==> src/rtl/mux16_scan_serializer.sv <==
// Scan serializer for a 16:1 mux. It steps the mux select through codes 0..15,
// waits a settle time on each code, and packs the sampled bits into one word.
module mux16_scan_serializer #(
   parameter int SETTLE     = 1,
   parameter bit CONTINUOUS = 1'b0
) (
   input  logic        clk,
   input  logic        rst_n,
   input  logic        start,
   input  logic        mux_in,
   output logic [3:0]  sel,
   output logic        busy,
   output logic [15:0] word,
   output logic        word_valid,
   input  logic        word_ready
);

   localparam logic [1:0] ST_IDLE   = 2'd0;
   localparam logic [1:0] ST_SETTLE = 2'd1;
   localparam logic [1:0] ST_SAMPLE = 2'd2;
   localparam logic [1:0] ST_DONE   = 2'd3;

   localparam logic [3:0] SETTLE_LAST = 4'(SETTLE - 1);

   logic [1:0]  r_state;
   logic [3:0]  r_sel;
   logic [3:0]  r_cnt;
   logic [15:0] r_shadow;
   logic [15:0] r_word;
   logic [15:0] w_captured;

   // Shadow with the bit being sampled this cycle merged in, so the final
   // sample reaches the word in the same edge that enters DONE.
   always_comb begin
      w_captured        = r_shadow;
      w_captured[r_sel] = mux_in;
   end

   always_ff @(posedge clk) begin
      if (!rst_n) begin
         r_state  <= ST_IDLE;
         r_sel    <= 4'd0;
         r_cnt    <= 4'd0;
         r_shadow <= 16'h0000;
         r_word   <= 16'h0000;
      end else begin
         case (r_state)
            ST_IDLE: begin
               if (start) begin
                  r_state <= ST_SETTLE;
                  r_sel   <= 4'd0;
                  r_cnt   <= 4'd0;
               end
            end
            ST_SETTLE: begin
               if (r_cnt == SETTLE_LAST) begin
                  r_state <= ST_SAMPLE;
                  r_cnt   <= 4'd0;
               end else begin
                  r_cnt <= r_cnt + 4'd1;
               end
            end
            ST_SAMPLE: begin
               r_shadow <= w_captured;
               if (r_sel != 4'd15) begin
                  r_sel   <= r_sel + 4'd1;
                  r_cnt   <= 4'd0;
                  r_state <= ST_SETTLE;
               end else begin
                  r_word  <= w_captured;
                  r_sel   <= 4'd0;
                  r_state <= ST_DONE;
               end
            end
            ST_DONE: begin
               // A handshake with a pending start chains straight into a new scan.
               if (word_ready) begin
                  if (CONTINUOUS || start) begin
                     r_state <= ST_SETTLE;
                     r_sel   <= 4'd0;
                     r_cnt   <= 4'd0;
                  end else begin
                     r_state <= ST_IDLE;
                  end
               end
            end
            default: r_state <= ST_IDLE;
         endcase
      end
   end

   assign sel        = r_sel;
   assign busy       = (r_state == ST_SETTLE) || (r_state == ST_SAMPLE);
   assign word       = r_word;
   assign word_valid = (r_state == ST_DONE);

endmodule

==> config.mk <==
export PLATFORM = sky130hd
export DESIGN_NAME = mux16_scan_serializer
export DESIGN_NICKNAME = d
export VERILOG_FILES = /design/src/rtl/mux16_scan_serializer.sv
export SDC_FILE = /design/constraint.sdc
export NUM_CORES = 1
export LEC_CHECK = 0
export BUFFER_PORTS_ARGS = -buffer_cell sky130_fd_sc_hd__buf_2
export CORE_MARGIN = 2
export CORE_UTILIZATION = 60
export DETAILED_ROUTE_END_ITERATION = 7
export PLACE_DENSITY = 0.89
export RECOVER_POWER = 50
export SETUP_SLACK_MARGIN = 0.1
export SLEW_MARGIN = 10
export SYNTH_ARGS = -nofsm -noshare
export SYNTH_HDL_FRONTEND = slang
export SYNTH_SLANG_ARGS = --single-unit
==> constraint.sdc <==
create_clock -name clk -period 3 [get_ports clk]
set_clock_uncertainty 0.05 [all_clocks]
set_input_delay 0.45 -clock clk [delete_from_list [all_inputs] [get_ports clk]]
set_output_delay 0.45 -clock clk [all_outputs]
set_load 0.05 [all_outputs]
==> out/results.ini <==
[drt]
drt-initial-drc-count = 53
wl_um = 3810
wl_per_cell_um = 13.3
drc = 0
ant_nets = 0
vias = 1542
dr.pass1.iters = 4
vias_per_cell = 5.37

[worst_setup_path]
cp-end-kind = register
rrSetupSlack_ns = 0.88
path_class = register to register
critPathMaxFanout = 15
worstPathCellList = inv_1 -> ha_1 -> clkbuf_1 -> nand4_1 -> mux2_2 -> nor2_1
cp.required_ns = 3.25
slowest_stage = clkbuf_1
crit_family = buffers and inverters
path_buf_inv = 2
worst_ep_arrival_time_ns = 2.37
max_stage_delay_ns = 0.47
cp-start-kind = register

[floorplanning]
fp.coreArea_um2 = 3050
row_count = 20
dieArea_um2 = 3690
die_w_um = 60.7
die_h_um = 60.7
io_pins = 27
initial_core_util_pct = 63.2

[power]
p_per_area_nw_per_um2 = 569
vdd_drop_max_uv = 353
total_leakage_power_nw = 0.856

[global_route]
grt_pass1_vias = 1398
grt.total_usage_pct = 23.0
grt_first_pass_wirelength_um = 6340
overflow = 0
grt_antenna_before_repair = 0
grt_max_degree = 32

[finish]
final_layout_size_suffix_gt1_share_pct = 9.47
finalInstanceArea_um2 = 2120
stdcell_count = 287
multiInputGateArea_um2 = 1010
diodes = 0
area_growth_pct = 9.98
final-seq-area_um2 = 821
fill_cells = 259
nets = 259

[sta]
fin_crit_sh_pct = 70.6
worst_slack_ns = 0.882
min_period_ns = 2.12
worstMarginPinSlew_ns = 0.596
fmax_mhz = 472
setup_tns_ns = 0
rsz0062_at_grt = no
hold_violations = 0
relSlewSlack_pct = 60.4
setup_violations = 0
finalMaxSlewViolations = 0

[yosys]
ys_seq_area_share_pct = 42.5
synthCells = 220
syn_nets = 237
ys_types = 38
syn-cell-area_um2 = 1930
ys_seq_elements = 41
yosys_warnings = 0
postSynthAreaPerCell_um2 = 8.78

[placement]
gp_congestion = 0.833
hpwl_um = 2660
port_buffers = 26
dp_cells = 279
detailedPlace.worstSlack_ns = 1.12
place_area_um2 = 2070

[clock_tree]
htreeDepth = 2
cts_hold_buf = 0
clkLatencyLatePin_ns = 0.36
cts_root_buf = clkbuf_4
clock_path_buffers = 2
cts_resized = 0
cts_tree = yes
path_clk_slew_ns = 0.11
cts_setup_buffers = 0
cts_buffers = 5
cts_num_sinks = 41

[job]
cap_violations = 0

[run_status]
status = completed

[hold_path]
hold_class = input port to register

report_power, final:
group          internal, W  switching [W]  leakage [nW]
Sequential        0.000563      0.0000176         0.331
Combinational    0.0000784       0.000175         0.479
Clock             0.000199       0.000176        0.0455
Total             0.000840       0.000368         0.856
layout by cell type, fill, tap and decap left out, types with 8 or more instances in the layout:
| cell | n |
|---|---|
| a21oi_1 | 17 |
| buf_2 | 8 |
| clkbuf_1 | 20 |
| dfxtp_1 | 41 |
| ha_1 | 12 |
| inv_1 | 9 |
| mux2i_1 | 16 |
| nand2_1 | 28 |
| nand3_1 | 17 |
| nor2_1 | 24 |
final timing paths:
kind | from | to | depth (start not counted)
worst max-delay path | r_state[0] | sel[0] | 6
worst min-delay path | rst_n | sel[3] | 2
worst max register to register | r_state[0] | sel[0] | 6
worst min register to register | word[5] | word[5] | 2
cells by family after synthesis:
kind of cell | Yosys count | share of synthesized area, %
mux | 17 | 8.88
flops | 41 | 42.5
fa+ha+maj | 12 | 7.78
simple gates | 90 | 22.7
compound gates | 37 | 13.0
buf+inv | 23 | 5.05
per-layer routing:
metal	wire length, um	part of all wire [%]	GRT usage [%]	up-vias
li1	-	-	-	800
met1	1840	48	31.3	705
met2	1720	45	34.9	31
met3	195	5.1	7.25	6
met4	56	1.5	7.76	0
met5	0	0	0	-
stage by stage:
| stage | hold WS (ns) | utilization (%) | total power (W) |
|---|---|---|---|
| finish | 0.315 | 69.5 | 0.00121 |
| detailed placement | 0.395 | 67.8 | 0.000851 |
| CTS | 0.310 | 70.6 | 0.00122 |
| global placement | 0.390 | 67.8 | 0.000840 |
| floorplan | 0.381 | - | 0.000801 |
| global route | 0.312 | 69.5 | 0.00126 |
cells in the mapped netlist:
library cell | count | area (um2)
a2111oi_2 | 1 | 15.0
a211o_1 | 1 | 8.76
a211oi_1 | 5 | 37.5
a211oi_2 | 1 | 12.5
a21boi_0 | 2 | 15.0
a21oi_1 | 17 | 85.1
a32oi_1 | 1 | 8.76
and2b_1 | 2 | 15.0
and3_1 | 4 | 25.0
and4_4 | 1 | 11.3
buf_2 | 6 | 30.0
buf_4 | 1 | 7.51
clkbuf_1 | 6 | 22.5
dfxtp_1 | 41 | 821
ha_1 | 12 | 150
inv_1 | 9 | 33.8
inv_2 | 1 | 3.75
mux2_2 | 1 | 11.3
mux2i_1 | 16 | 160
nand2_1 | 28 | 105
nand2b_1 | 2 | 12.5
nand3_1 | 17 | 85.1
nand3b_1 | 2 | 15.0
nand4_1 | 3 | 18.8
nand4b_1 | 1 | 8.76
nor2_1 | 24 | 90.1
nor2b_1 | 1 | 6.26
nor3_1 | 2 | 10.0
nor3_2 | 1 | 10.0
nor3b_1 | 1 | 7.51
nor3b_4 | 1 | 18.8
o211ai_1 | 1 | 7.51
o21a_1 | 2 | 15.0
o21ai_0 | 2 | 10.0
o21ai_1 | 1 | 5.00
o21bai_1 | 1 | 7.51
o221ai_2 | 1 | 15.0
o41ai_1 | 1 | 8.76
final cells by class:
type                            count  area share, %
Clock buffer                        7           2.59
Tap cell                           44           2.59
Clock inverter                      1           1.41
Timing Repair Buffer               28           5.60
Sequential cell                    41           38.7
Inverter                           10           1.77
Multi-Input combinational cell    156           47.4
registers in the layout, indices dropped and copies added, names as in the netlist:
| name | cells |
|---|---|
| word | 16 |
| r_shadow | 15 |
| r_cnt | 4 |
| sel | 4 |
| r_state | 2 |
Note: power is estimated with default switching activity, not from simulation.
